--- config.mk ---
export PLATFORM = sky130hd
export DESIGN_NAME = rvvi_trace
export DESIGN_NICKNAME = d
export VERILOG_FILES = /design/src/rtl/rvvi_pkg.sv /design/src/rtl/rvvi_sat_counter.sv /design/src/rtl/rvvi_trace.sv
export SDC_FILE = /design/constraint.sdc
export NUM_CORES = 1
export LEC_CHECK = 0
export ABC_AREA = 1
export ABC_CLOCK_PERIOD_IN_PS = 20400
export BUFFER_PORTS_ARGS = -buffer_cell sky130_fd_sc_hd__buf_2
export CAP_MARGIN = 10
export CORE_ASPECT_RATIO = 1.1
export CORE_UTILIZATION = 45
export DETAILED_ROUTE_END_ITERATION = 10
export PLACE_DENSITY = 0.66
export SLEW_MARGIN = 10
export SYNTH_ARGS = -nofsm -noshare
export SYNTH_HDL_FRONTEND = slang
export SYNTH_SLANG_ARGS = --single-unit
--- constraint.sdc ---
create_clock -name clk -period 20.4 [get_ports clk]
set_clock_uncertainty 0.1 [all_clocks]
set_input_delay 4.08 -clock clk [delete_from_list [all_inputs] [get_ports clk]]
set_output_delay 4.08 -clock clk [all_outputs]
set_load 0.03 [all_outputs]
--- src/rtl/rvvi_pkg.sv ---
// rvvi_pkg: shared constants and popcount helper for the RVVI trace monitor
package rvvi_pkg;
    localparam int CNTW_DEF = 64;
    localparam int COV_BITS = 107;
    localparam logic [4:0] OPC_LOAD   = 5'd0;
    localparam logic [4:0] OPC_OP_IMM = 5'd4;
    localparam logic [4:0] OPC_AUIPC  = 5'd5;
    localparam logic [4:0] OPC_STORE  = 5'd8;
    localparam logic [4:0] OPC_OP     = 5'd12;
    localparam logic [4:0] OPC_LUI    = 5'd13;
    localparam logic [4:0] OPC_BRANCH = 5'd24;
    localparam logic [4:0] OPC_JALR   = 5'd25;
    localparam logic [4:0] OPC_JAL    = 5'd27;
    localparam logic [4:0] OPC_SYSTEM = 5'd28;
    localparam logic [1:0] PRIV_U = 2'd0;
    localparam logic [1:0] PRIV_S = 2'd1;
    localparam logic [1:0] PRIV_M = 2'd3;

    function automatic logic [7:0] popcount(input logic [COV_BITS-1:0] v);
        logic [7:0] n;
        n = '0;
        for (int i = 0; i < COV_BITS; i++) n = n + 8'(v[i]);
        return n;
    endfunction
endpackage

--- src/rtl/rvvi_sat_counter.sv ---
// rvvi_sat_counter: saturating up-counter with enable and async active-low clear
module rvvi_sat_counter #(
    parameter int W = 64
) (
    input  logic         clk,
    input  logic         reset_n,
    input  logic         en,
    output logic [W-1:0] cnt
);
    always_ff @(posedge clk or negedge reset_n)
        if (!reset_n) cnt <= '0;
        else if (en && cnt != '1) cnt <= cnt + W'(1);
endmodule

--- src/rtl/rvvi_trace.sv ---
// rvvi_trace: RVVI retirement-trace monitor with sticky coverage bitmaps, event counters and protocol checks
module rvvi_trace
    import rvvi_pkg::*;
#(
    parameter int XLEN = 64,
    parameter int FLEN = 64,
    parameter int CNTW = CNTW_DEF
) (
    input  logic            clk,
    input  logic            reset_n,
    input  logic            valid,
    input  logic [63:0]     order,
    input  logic [31:0]     insn,
    input  logic            trap,
    input  logic            debug_mode,
    input  logic [XLEN-1:0] pc_rdata,
    input  logic [1:0]      mode,
    input  logic            m_ext_intr,
    input  logic            s_ext_intr,
    input  logic            m_timer_intr,
    input  logic            m_soft_intr,
    input  logic [31:0]     x_wb,
    input  logic [31:0]     f_wb,
    output logic [CNTW-1:0] retired_cnt,
    output logic [CNTW-1:0] trap_cnt,
    output logic [CNTW-1:0] debug_cnt,
    output logic [31:0]     opcode_hit,
    output logic [2:0]      cq_hit,
    output logic [3:0]      mode_hit,
    output logic [3:0]      intr_hit,
    output logic [31:0]     xreg_hit,
    output logic [31:0]     freg_hit,
    output logic [7:0]      cov_total,
    output logic            order_err,
    output logic            pc_align_err
);
    logic        first_seen;
    logic [63:0] last_order;
    logic        unused;

    rvvi_sat_counter #(.W(CNTW)) u_retired (.clk(clk), .reset_n(reset_n), .en(valid && !trap), .cnt(retired_cnt));
    rvvi_sat_counter #(.W(CNTW)) u_trap    (.clk(clk), .reset_n(reset_n), .en(valid && trap), .cnt(trap_cnt));
    rvvi_sat_counter #(.W(CNTW)) u_debug   (.clk(clk), .reset_n(reset_n), .en(valid && debug_mode), .cnt(debug_cnt));

    always_ff @(posedge clk or negedge reset_n) begin
        if (!reset_n) begin
            opcode_hit   <= '0;
            cq_hit       <= '0;
            mode_hit     <= '0;
            intr_hit     <= '0;
            xreg_hit     <= '0;
            freg_hit     <= '0;
            order_err    <= 1'b0;
            pc_align_err <= 1'b0;
            first_seen   <= 1'b0;
            last_order   <= '0;
        end else if (valid) begin
            if (!trap) begin
                if (insn[1:0] == 2'b11) opcode_hit[insn[6:2]] <= 1'b1;
                else cq_hit[insn[1:0]] <= 1'b1;
                xreg_hit <= xreg_hit | {x_wb[31:1], 1'b0};
                freg_hit <= freg_hit | f_wb;
            end
            if (!debug_mode) mode_hit[mode] <= 1'b1;
            intr_hit <= intr_hit | {m_soft_intr, m_timer_intr, s_ext_intr, m_ext_intr};
            // last_order+1 wraps naturally at 64 bits, so all-ones -> 0 is in sequence
            if (first_seen && order != last_order + 64'd1) order_err <= 1'b1;
            if (pc_rdata[0]) pc_align_err <= 1'b1;
            first_seen <= 1'b1;
            last_order <= order;
        end
    end

    assign cov_total = popcount({opcode_hit, cq_hit, mode_hit, intr_hit, xreg_hit, freg_hit});
    assign unused = ^{insn[31:7], pc_rdata[XLEN-1:1], 32'(FLEN)};
endmodule

==> metrics <==
status=finished clean; Initial DRC Count=1,289; hpwl dp=58,100 um; DR vias/cell=5.16; Pwr Density=71.6 nW/um^2; post-synthesis sequential area ratio=0.397; Slew @ Worst Pin=1.03 ns; flop2flop setup slack=17.35 ns; relative slew slack=0.306; Final Hold Vio Count=0; initial core utilization=0.458; Gate Count Post-Synth=2,831; CP startpoint kind=flop; cell area after synthesis=23,000 um^2; most frequent cells in the layout=728 x nand2_1, 452 x buf_2, 407 x inv_1, 365 x dfrtp_1, 301 x nor2_1; Arrival @ worst endpoint=7.59 ns; Syn-to-layout area delta=19.2%; total gr overflow=0; Longest Clk Path Bufs=3; r2r endpoint=u_retired.cnt[49]$_DFFE_PN0P_; largest net degree at the start of global routing=92; fin util=0.546; die area=52,100 um^2; # IOs=544; synth warn=0; minimum period implied by the final worst setup slack=11.77 ns; most common cell after layout, fill and taps aside=nand2_1; # resized after CTS=0; initial antenna violation count=4; gr usage total=0.279; worst hold path type=flop to flop; RSZ-0062 raised after global routing=no; hold path cells=1; CTS Sinks=365; GPL Wtd Cong=0.972; share of layout cells above drive strength 1=0.188; core box area=50,300 um^2; R2R Path Start=u_retired.cnt[25]$_DFFE_PN0P_; Max FO, Critical Path=3; Fmax achieved=0.0850 GHz; synthesized area per cell=8.13 um^2; Hold Crit Endpoint=pc_align_err$_DFFE_PN0P_; Tot Pwr=0.00197 W; maximum vdd drop=0.0819 mV; pins over their slew limit=0; Die Y=239 um; setup repair bufs after CTS=0; WP data required=16.22 ns; TritonRoute pass-1 iters=5; worst hold slack=0.361 ns; Netlist cell types=47; clk_lat worst skew=0.60 ns; final worst path period share=0.577; syn nets=3,182; Final TNS setup=0 ns; DR DRC count=0; Max Cap Viol=0; # rows=86; critical path endpoint category=primary output; Die Wd=218 um; setup violators final=0; clock transition at the registers of the reported paths=0.06 ns; R2R depth=12; Leak=13.2 nW; routed len/inst=18.3 um; Routed Antenna Nets=0; TritonCTS buffer count=43; Max H-tree Level=2; hold path start=pc_align_err$_DFFE_PN0P_; DR vias=20,600; final wirelength=72,900 um; # hold bufs at CTS=0; number of global-route vias before repair=20,600; Layout Nets=3,650; Setup Crit Path Kind=flop to primary output; Root Buffer=clkbuf_16; post-synthesis register bit count=365; first-pass GRT wire length=113,000 um; TritonCTS clock tree=done; Port Buffers=453
synthesized netlist by cell type, drive strengths merged:
library cell,count,area share
a21boi,1,0.00033
conb,1,0.00016
nand3b,16,0.0058
o31ai,6,0.0020
xnor2,69,0.026
ha,22,0.012
nand4,89,0.025
buf,14,0.0045
inv,419,0.068
a21oi,6,0.0013
nor3b,6,0.0024
nor3,118,0.031
o21ai,81,0.018
nand2b,1,0.00027
nand3,122,0.028
and3,8,0.0022
fa,94,0.082
clkinv,1,0.00016
clkbuf,22,0.0036
nor2,331,0.059
and2,1,0.00027
xor2,200,0.076
a211oi,1,0.00033
dfrtp,365,0.40
o21bai,16,0.0052
or2,5,0.0014
nand2,741,0.12
or4,1,0.00033
a21o,43,0.014
nor4,31,0.011
worst max-delay path, stage by stage, from the launching register on:
cell     delay (ns)
dfrtp_1        0.41
fa_1           0.54
inv_1          0.06
fa_1           0.51
inv_1          0.06
fa_1           0.52
inv_1          0.06
fa_1           0.49
inv_1          0.05
fa_1           0.48
inv_1          0.05
fa_1           0.48
fa_1           0.54
fa_1           0.57
fa_1           0.41
inv_1          0.07
ha_1           0.16
inv_1          0.08
fa_1           0.41
o21ai_0        0.32
a21oi_1        0.11
o21ai_0        0.22
xor2_1         0.19
buf_2          0.23
registers in the layout (all words and copies together) (netlist names):
signal / count
opcode_hit: 32
order_err: 1
u_trap.cnt: 64
first_seen: 1
last_order: 64
u_debug.cnt: 64
pc_align_err: 1
xreg_hit: 31
intr_hit: 4
cq_hit: 3
u_retired.cnt: 64
mode_hit: 4
freg_hit: 32
layer usage:
layer	vias up	wire (um)	track usage
met5	-	29	0
met4	4	2340	0.0890
met3	139	5130	0.0677
met2	621	35500	0.474
met1	10000	29900	0.348
li1	9809	-	-
worst max-delay path by stage:
stage | end | start | slack (ns)
finish | cov_total[6] | xreg_hit[11]$_DFFE_PN0P_ | 8.63
global route | cov_total[6] | xreg_hit[11]$_DFFE_PN0P_ | 8.31
CTS | cov_total[6] | xreg_hit[11]$_DFFE_PN0P_ | 8.54
detailed placement | cov_total[6] | xreg_hit[11]$_DFFE_PN0P_ | 9.21
global placement | cov_total[6] | xreg_hit[11]$_DFFE_PN0P_ | 9.29
floorplan | cov_total[7] | mode_hit[0]$_DFFE_PN0P_ | 9.33
cell families after synthesis:
kind of cell / synth area share
other: 0.000163
adders and majority gates: 0.0937
DFF: 0.397
and+or+nand+nor: 0.290
buffers and inverters: 0.0765
xor gates and xnor gates: 0.102
AOI/OAI and AO/OA: 0.0408
where the power goes:
part / internal [W] / switching (W) / total, W
sequential: 0.000757 / 0.0000436 / 0.000800
clock: 0.000468 / 0.000335 / 0.000803
combinational: 0.000115 / 0.000247 / 0.000362
total: 0.00134 / 0.000626 / 0.00197
metrics by stage:
step	instances	area (um^2)	setup slack (ns)
2_1_floorplan	2831	23000	9.33
3_3_place_gp	3914	26000	9.29
3_5_place_dp	3914	26000	9.21
4_1_cts	3990	27400	8.54
5_1_grt	3992	27400	8.31
6_report	3993	27400	8.63
area by class of cell:
type	count	area (um^2)
Antenna cell	3	7.51
Clock buffer	58	1200
Clock inverter	18	250
Fill cell	4766	22800
Inverter	420	1580
Multi-Input combinational cell	2010	12100
Sequential cell	365	9130
Tap cell	660	826
Timing Repair Buffer	459	2320
Power figures use the tool's default switching activity.
